$ cat src/rtl/t03_wb_arb_pkg.sv
// t03_wb_arb_pkg: shared states, requester ids and constants for the Wishbone arbiter
package t03_wb_arb_pkg;
    typedef enum logic [1:0] {IDLE, ISSUE, WAIT, DONE} state_t;
    typedef enum logic {REQ_A = 1'b0, REQ_B = 1'b1} req_id_t;
    localparam logic [31:0] ERR_DATA_DEFAULT = 32'hBAD0_BAD0;
endpackage

$ cat src/rtl/t03_rr_pick2.sv
// t03_rr_pick2: combinational two-way round-robin picker favouring the requester not granted last
module t03_rr_pick2
    import t03_wb_arb_pkg::*;
(
    input  logic    a_req,
    input  logic    b_req,
    input  req_id_t last_grant,
    output logic    grant_valid,
    output req_id_t grant_id
);
    assign grant_valid = a_req | b_req;
    assign grant_id    = (a_req && b_req) ? ((last_grant == REQ_A) ? REQ_B : REQ_A)
                                          : (b_req ? REQ_B : REQ_A);
endmodule

$ cat src/rtl/t03_wb_arbiter.sv
// t03_wb_arbiter: round-robin sequencer for two requesters in front of a Wishbone manager, with a hung-bus watchdog
module t03_wb_arbiter
    import t03_wb_arb_pkg::*;
#(
    parameter int          TIMEOUT_CYCLES = 255,
    parameter logic [31:0] ERR_DATA       = ERR_DATA_DEFAULT
) (
    input  logic        clk,
    input  logic        rst,
    input  logic        a_req,
    input  logic        a_wen,
    input  logic [31:0] a_addr,
    input  logic [31:0] a_wdata,
    input  logic [3:0]  a_sel,
    output logic [31:0] a_rdata,
    output logic        a_ack,
    output logic        a_err,
    input  logic        b_req,
    input  logic        b_wen,
    input  logic [31:0] b_addr,
    input  logic [31:0] b_wdata,
    input  logic [3:0]  b_sel,
    output logic [31:0] b_rdata,
    output logic        b_ack,
    output logic        b_err,
    output logic [31:0] m_addr,
    output logic [31:0] m_wdata,
    output logic [3:0]  m_sel,
    output logic        m_wen,
    output logic        m_ren,
    input  logic [31:0] m_rdata,
    input  logic        m_ack,
    output logic        busy,
    output logic        owner
);
    localparam int TW = (TIMEOUT_CYCLES > 0) ? $clog2(TIMEOUT_CYCLES + 1) : 1;
    localparam logic [TW-1:0] T_LAST = TW'(TIMEOUT_CYCLES - 1);

    state_t        r_state;
    req_id_t       r_last;
    req_id_t       r_owner;
    logic          r_cmd_wen;
    logic [31:0]   r_cmd_addr;
    logic [31:0]   r_cmd_wdata;
    logic [3:0]    r_cmd_sel;
    logic [TW-1:0] r_timer;
    logic [31:0]   r_a_rdata;
    logic [31:0]   r_b_rdata;
    logic          r_err;

    logic          w_grant_valid;
    req_id_t       w_grant_id;
    logic          w_pick_b;
    logic          w_fin_ack;
    logic          w_fin_to;
    logic          w_cap;
    logic [31:0]   w_cap_data;

    t03_rr_pick2 u_pick (
        .a_req       (a_req),
        .b_req       (b_req),
        .last_grant  (r_last),
        .grant_valid (w_grant_valid),
        .grant_id    (w_grant_id)
    );

    assign w_pick_b   = (w_grant_id == REQ_B);
    // ack beats the watchdog when both land in the same WAIT cycle
    assign w_fin_ack  = (r_state == WAIT) && m_ack;
    assign w_fin_to   = (r_state == WAIT) && !m_ack && (TIMEOUT_CYCLES != 0) && (r_timer == T_LAST);
    assign w_cap      = (w_fin_ack && !r_cmd_wen) || w_fin_to;
    assign w_cap_data = w_fin_ack ? m_rdata : ERR_DATA;

    always_ff @(posedge clk or posedge rst) begin
        if (rst) begin
            r_state     <= IDLE;
            r_last      <= REQ_B;
            r_owner     <= REQ_A;
            r_cmd_wen   <= 1'b0;
            r_cmd_addr  <= '0;
            r_cmd_wdata <= '0;
            r_cmd_sel   <= '0;
            r_timer     <= '0;
            r_err       <= 1'b0;
        end else begin
            case (r_state)
                IDLE: if (w_grant_valid) begin
                    r_state     <= ISSUE;
                    r_owner     <= w_grant_id;
                    r_cmd_wen   <= w_pick_b ? b_wen   : a_wen;
                    r_cmd_addr  <= w_pick_b ? b_addr  : a_addr;
                    r_cmd_wdata <= w_pick_b ? b_wdata : a_wdata;
                    r_cmd_sel   <= w_pick_b ? b_sel   : a_sel;
                end
                ISSUE: begin
                    r_timer <= '0;
                    r_state <= WAIT;
                end
                WAIT: begin
                    if (r_timer != '1) r_timer <= r_timer + 1'b1;
                    if (w_fin_ack || w_fin_to) begin
                        r_err   <= w_fin_to;
                        r_state <= DONE;
                    end
                end
                DONE: begin
                    r_last  <= r_owner;
                    r_state <= IDLE;
                end
                default: r_state <= IDLE;
            endcase
        end
    end

    always_ff @(posedge clk or posedge rst) begin
        if (rst) begin
            r_a_rdata <= '0;
            r_b_rdata <= '0;
        end else if (w_cap) begin
            if (r_owner == REQ_A) r_a_rdata <= w_cap_data;
            if (r_owner == REQ_B) r_b_rdata <= w_cap_data;
        end
    end

    assign m_addr  = r_cmd_addr;
    assign m_wdata = r_cmd_wdata;
    assign m_sel   = r_cmd_sel;
    assign m_wen   = (r_state == ISSUE) && r_cmd_wen;
    assign m_ren   = (r_state == ISSUE) && !r_cmd_wen;
    assign busy    = (r_state != IDLE);
    assign owner   = r_owner;
    assign a_ack   = (r_state == DONE) && (r_owner == REQ_A);
    assign b_ack   = (r_state == DONE) && (r_owner == REQ_B);
    assign a_err   = a_ack && r_err;
    assign b_err   = b_ack && r_err;
    assign a_rdata = r_a_rdata;
    assign b_rdata = r_b_rdata;
endmodule

$ cat config.mk
export PLATFORM = sky130hd
export DESIGN_NAME = t03_wb_arbiter
export DESIGN_NICKNAME = d
export VERILOG_FILES = /design/src/rtl/t03_wb_arb_pkg.sv /design/src/rtl/t03_rr_pick2.sv /design/src/rtl/t03_wb_arbiter.sv
export SDC_FILE = /design/constraint.sdc
export NUM_CORES = 1
export LEC_CHECK = 0
export BUFFER_PORTS_ARGS = -buffer_cell sky130_fd_sc_hd__buf_2
export CORE_AREA = 2 2 123 125
export DETAILED_ROUTE_END_ITERATION = 8
export DIE_AREA = 0 0 125 127
export GPL_ROUTABILITY_DRIVEN = 1
export PLACE_DENSITY = 0.86
export RECOVER_POWER = 100
export REMOVE_ABC_BUFFERS = 1
export SLEW_MARGIN = 10
export SYNTH_ARGS = -nofsm -noshare
export SYNTH_HDL_FRONTEND = slang
export SYNTH_SLANG_ARGS = --single-unit
$ cat constraint.sdc
create_clock -name clk -period 5.62 [get_ports clk]
set_input_delay 0.281 -clock clk [delete_from_list [all_inputs] [get_ports clk]]
set_output_delay 0.281 -clock clk [all_outputs]
set_load 0.05 [all_outputs]
Word level (Yosys, flattened, before mapping)
Index checks and enable logic that the tools add are counted.
Storage, ports and cells
  logic and storage cells: 59
  bits in registers: 146
Cells by class
  equality and inequality tests: 8
  bitwise gates (word level): 2
  $add $sub $neg: 1
  reductions and logical operators: 24
  mux-type cells: 13
Operator list (number)
  $mux 32: 3
  $pmux 8 s2: 1
  $reduce_and 2->1: 6
  $logic_and 1x1->1: 11
  $add 8x1->8 const B: 1
  $eq 8x8->1 const B: 1
  $mux 8: 1
  $ne 8x8->1 const B: 1
  $pmux 2 s4: 1
  $ne 2x1->1 const B: 3
  $eq 2x2->1 const B: 2
  $mux 1: 4
  $mux 2: 2
  $mux 4: 1
  $reduce_bool 2->1: 2
  $eq 2x1->1 const B: 1
  $logic_not 1->1: 2
  $logic_not 2->1: 1
  $logic_or 1x1->1: 2
  $not 1->1: 1
  $or 1x1->1: 1

Longest topological paths before layout
  depth in word-level cells: 6
  depth in mapped cells: 8
  mapped depth without buffers: 6

Hierarchy
A second synthesis with hierarchy kept.
Second synthesis, totals
  cells, all modules: 532
  area, all modules: 6242.2 um^2
Modules (own cells, without submodules)
  t03_wb_arbiter: seq. area each 3654.8 um^2, instances 1, area each 6228.5 um^2, cells an instance 530
  t03_rr_pick2: seq. area each 0.0 um^2, instances 1, area each 13.8 um^2, cells an instance 2

Least setup slack after synthesis
Ideal clock, no wire load.
  kind: register -> output
  start point: reg r_owner, in the netlist owner
  end point: out a_err
  data required time: 5.339 ns
  stages on the path, launching flop included: 4
  setup slack: 3.214 ns
  arrival time: 2.125 ns
  cells stage by stage: dfrtp_1 -> buf_2 -> nor2b_1 -> and2_1
On the way
  cells in the longest elaborated chain, start to end: 3
Ends and longest elaborated chain
  start: declaration: line t03_wb_arbiter.sv:41  | req_id_t r_owner;
  start signal: assignment: line t03_wb_arbiter.sv:89  | r_owner <= w_grant_id;
  $not 1->1: line t03_wb_arbiter.sv:132  | assign a_ack = (r_state == DONE) && (r_owner == REQ_A);
  $logic_and 1x1->1: line t03_wb_arbiter.sv:132
  via a_ack: line t03_wb_arbiter.sv:16  | output logic a_ack,
  $logic_and 1x1->1: line t03_wb_arbiter.sv:134  | assign a_err = a_ack && r_err;
  end: declaration: line t03_wb_arbiter.sv:17  | output logic a_err,
The timed path passes the listed nets, and every way through them passes these cells.

Final worst setup path
  start point: reg r_last
  end point: reg r_cmd_addr[29], in the netlist m_addr[29]
On the way
  cells in the longest elaborated chain, start to end: 3
Ends and longest elaborated chain
  start: declaration: line t03_wb_arbiter.sv:40  | req_id_t r_last;
  start signal: assignment: line t03_wb_arbiter.sv:107  | r_last <= r_owner;
  $mux 1 (2 in a row): line t03_rr_pick2.sv:12  | assign grant_id = (a_req && b_req) ? ((last_grant == REQ_A) ? REQ_B : REQ_A)
  $mux 32: line t03_wb_arbiter.sv:91  | r_cmd_addr <= w_pick_b ? b_addr : a_addr;
  end signal: assignment: line t03_wb_arbiter.sv:91
  end: declaration: line t03_wb_arbiter.sv:43  | logic [31:0] r_cmd_addr;
Every way passes these cells.
A chain may end at the register's enable or synchronous reset.

==> results.md <==
- The clock tree skew after final layout is 0.00869 ns.
- The proportion of total power due to net switching is 51.8%.
- The post-detailed-route DRC marker count is 0.
- Summing the sequential cell areas from Yosys gives 58.5% of the chip area.
- After synthesis the netlist holds a flip-flop and latch count of 146.
- The initial utilization of the core area, before any placement, comes to 43.3%.
- The startpoint identified for the worst hold timing path is m_ack.
- The total cell area at the placement stage is 0.00793 mm^2.
- The worst-case hold path end point is r_err$_DFFE_PP0P_.
- Global routing consumed, over all layers together, 21.5% of the routing resources.
- Relative to the synthesized area, the layout overhead comes to 33.8%.
- The tree is rooted in a sky130_fd_sc_hd__clkbuf_16.
- The number of warnings printed during yosys synthesis is 0.
- Entering global routing, the biggest net connects 88 pins.
- The minimum clock period is 3.96 ns.
- The mean instance size in the synthesized netlist is 11.7 um^2.
- The worst endpoint required time is 5.83 ns.
- The HPWL reported at the end of detailed placement is 13.0 mm.
- The clock latency reported for the late side of the worst-skew pair is 0.42 ns.
- In this run the tightest slew margin relative to its limit is -150%.
- Row generation in the floorplan step produced 44 rows.
- The accumulated negative setup slack is 0 ns.
- The congestion estimate from routability-driven global placement came to 0.819.
- The finished layout holds 1031 standard cells, fillers aside.
- The worst hold path passes through 2 cells.
- The worst setup path is launched from a flip-flop.
- Per report_power, the sequential group accounts for 29.9% of the total.
- TritonCTS created 17 clock buffers.
- The largest fanout on the critical path is 45.
- The die boundary height is 127 um.
- For this design the static power due to leakage is 3.98 nW.
- In this run the power density over the cells is 739 mW/mm^2.
- The post-route netlist has 26.2% of its cells at a drive strength greater than 1.
- In the layout the commonest cells are sky130_fd_sc_hd__buf_2 (174), sky130_fd_sc_hd__dfrtp_1 (145), sky130_fd_sc_hd__clkbuf_1 (141).
- The number of post-CTS setup repair buffers is 0.
- The worst hold slack is 0.0865 ns.
- The number of vias in the routed layout is 5317.
- The critical setup path kind is reg -> reg.
- The number of violations of the max-capacitance limit is 5.
- In this run the critical register-to-register path is captured at m_addr[29]$_DFFE_PP0P_.
- The DRC marker count from the first detailed-route iteration is 214.
- In this run, placement finished with an instance count of 999.
- The remaining global-route overflow is 0.
- The total length of routed wires is 17.4 mm.
- The number of top-level pins is 315.
- The via count of the first global-routing pass is 5036.
- The number of detailed-route iterations in the first pass is 4.
- In this run the critical register-to-register path is launched from r_last$_DFFE_PP1N_.
- The clock network is responsible for 20.3% of the overall power.
- The via-per-instance ratio is 5.16.
- The total number of nets in the final design is 1015.
- The clock slew seen by the registers of the worst setup and hold paths is 0.06 ns.
- The first-pass GRT wire length is 26.6 mm.
- The finished cells cover 0.00836 mm^2.
- The x dimension of the die is 125 um.
- Leaving out fill and tap cells, the most frequent cell in the layout is sky130_fd_sc_hd__buf_2.
- The sequential cell area in the final layout is 0.00365 mm^2.
- Counting every instance in the synthesized netlist gives 533.
- Per report_power, the combinational group accounts for 49.8% of the total.
- Input and output buffers added on the ports amount to 314.
- CTS saw 146 sinks.
- The internal portion of the total power is 2.97 mW.
- The count of fill cells added during filler insertion is 1283.
- For the worst setup path, the data arrival time is 4.17 ns.
- The flow ran to the end, but the final reports show violations.
- The worst setup path is captured at a flip-flop.
- TritonCTS built the clock tree.
- The number of buffers inserted for hold repair after clock tree synthesis is 0.
- The floorplan step defined a core boundary enclosing 0.0144 mm^2.
- The remaining antenna violation count is 0.
- The initial antenna violation count is 3.
- The final-report hold violation count was 0.
- The final reports fail on capacitance limit, slew limit.
- Summing all multi-input logic gate instances after layout gives 0.00237 mm^2.
- The number of cells upsized or downsized after cts is 0.
- The worst IR drop on VDD is 0.328 mV.
- The final setup violation count is 0.
- The min-delay analysis places its worst path in the category in -> reg.
- The worst register-to-register path has a depth of 4.
- Counting along the longest clock path gives a buffer depth of 2.
- Derived from the worst setup path, the maximum achievable clock frequency is 0.253 GHz.
- The die covers 0.0159 mm^2.
- The H-tree generated during clock tree synthesis spans 4 levels.
- The pin slew with the least headroom to its limit is 3.73 ns.
- The count of pins over their slew limit was 207.
- The reg-to-reg setup timing slack is 1.66 ns.
- Dividing the final minimum period by the clock period gives 70.4%.
- The total net switching power is 3.20 mW.
- Setup repair after global routing left no endpoint under its margin.
- The synthesized netlist occupies a cell area of 0.00624 mm^2.
- The count of distinct cell types in the synthesized netlist is 41.
- Dividing the detail-routed wire length by the instance count gives 16.9 um.
area by class of cell:
class | count | area share (%)
Clock buffer | 17 | 5.09
Timing Repair Buffer | 318 | 17.0
Tap cell | 184 | 2.76
Inverter | 6 | 0.285
Clock inverter | 14 | 2.71
Multi-Input combinational cell | 345 | 28.4
Antenna cell | 1 | 0.0299
Sequential cell | 146 | 43.7
cell usage after synthesis (all sizes together):
master / number / area [um^2]
o22a: 33 / 289
nor3: 6 / 30.0
o32a: 1 / 10.0
a31oi: 4 / 31.3
nand2b: 2 / 12.5
a21oi: 4 / 20.0
or2: 1 / 8.76
o22ai: 1 / 6.26
dfrtp: 145 / 3630
a41oi: 1 / 8.76
a211oi: 1 / 7.51
buf: 19 / 110
and4: 1 / 10.0
o32ai: 1 / 8.76
mux2: 2 / 22.5
nand3: 7 / 35.0
ha: 6 / 75.1
and3: 1 / 6.26
mux2i: 70 / 701
o21ai: 73 / 365
a21boi: 1 / 7.51
nor3b: 1 / 12.5
a31o: 1 / 8.76
o21a: 1 / 7.51
nor2b: 4 / 25.0
and2: 3 / 18.8
o31a: 1 / 17.5
nand2: 77 / 289
or3: 1 / 6.26
a22o: 33 / 297
o31ai: 1 / 21.3
nor2: 4 / 15.0
nand4: 2 / 18.8
clkbuf: 17 / 63.8
dfstp: 1 / 26.3
inv: 6 / 22.5
sequential cells by signal (all words and copies together) (netlist names):
signal and cells:
m_addr 32, owner 1, r_last 1, m_sel 4, a_rdata 32, r_cmd_wen 1
r_timer 8, r_state 2, r_err 1, b_rdata 32, m_wdata 32
power groups by stage:
stage / logic [mW] / registers [mW] / clock network, mW
5_1_grt: 3.24 / 1.90 / 1.33
3_3_place_gp: 3.18 / 1.83 / 0
3_5_place_dp: 3.24 / 1.84 / 0
2_1_floorplan: 0.902 / 3.43 / 0
6_report: 3.07 / 1.84 / 1.25
4_1_cts: 3.24 / 1.83 / 1.27
worst max-delay path by stage:
stage / start / end / slack (ns) / depth (start not counted)
final: r_last$_DFFE_PP1N_ / m_addr[29]$_DFFE_PP0P_ / 1.66 / 4
after detailed placement: r_state[0]$_DFFE_PP0P_ / b_rdata[16]$_DFFE_PP0P_ / 2.68 / 6
after global placement: r_state[0]$_DFFE_PP0P_ / b_rdata[10]$_DFFE_PP0P_ / 2.93 / 6
after CTS: r_state[0]$_DFFE_PP0P_ / b_rdata[5]$_DFFE_PP0P_ / 2.65 / 6
after global routing: r_last$_DFFE_PP1N_ / m_sel[2]$_DFFE_PP0P_ / 1.37 / 4
after floorplan: r_last$_DFFE_PP1N_ / m_addr[0]$_DFFE_PP0P_ / -2.99 / 3
stage by stage:
step / setup WS (ns) / utilization, % / power (mW)
4_1_cts: 2.65 / 59.5 / 6.35
3_3_place_gp: 2.93 / 55.0 / 5.01
2_1_floorplan: -2.99 / - / 4.33
5_1_grt: 1.37 / 57.9 / 6.47
3_5_place_dp: 2.68 / 55.0 / 5.08
6_report: 1.66 / 57.9 / 6.17
critical path: stages (launching register included):
cell,delay [ns]
sky130_fd_sc_hd__dfstp_1,0.37
sky130_fd_sc_hd__a21boi_1,2.14
sky130_fd_sc_hd__buf_4,0.87
sky130_fd_sc_hd__mux2i_1,0.27
sky130_fd_sc_hd__o21ai_0,0.09
routing by layer:
metal  GRT usage [%]  part of all wire [%]
met5               0                 0.040
met4            8.69                   3.3
met3            7.75                   8.4
met1            26.2                    41
met2            35.0                    47
cells by family after synthesis:
logic type | Yosys count | share of synthesized area (%)
AO/OA/AOI/OAI | 157 | 17.7
flip-flops | 146 | 58.5
AND/OR/NAND/NOR | 110 | 7.82
multiplexers | 72 | 11.6
buffers and inverters | 42 | 3.15
adder cells (fa/ha/maj) | 6 | 1.20
Power figures use the tool's default switching activity.
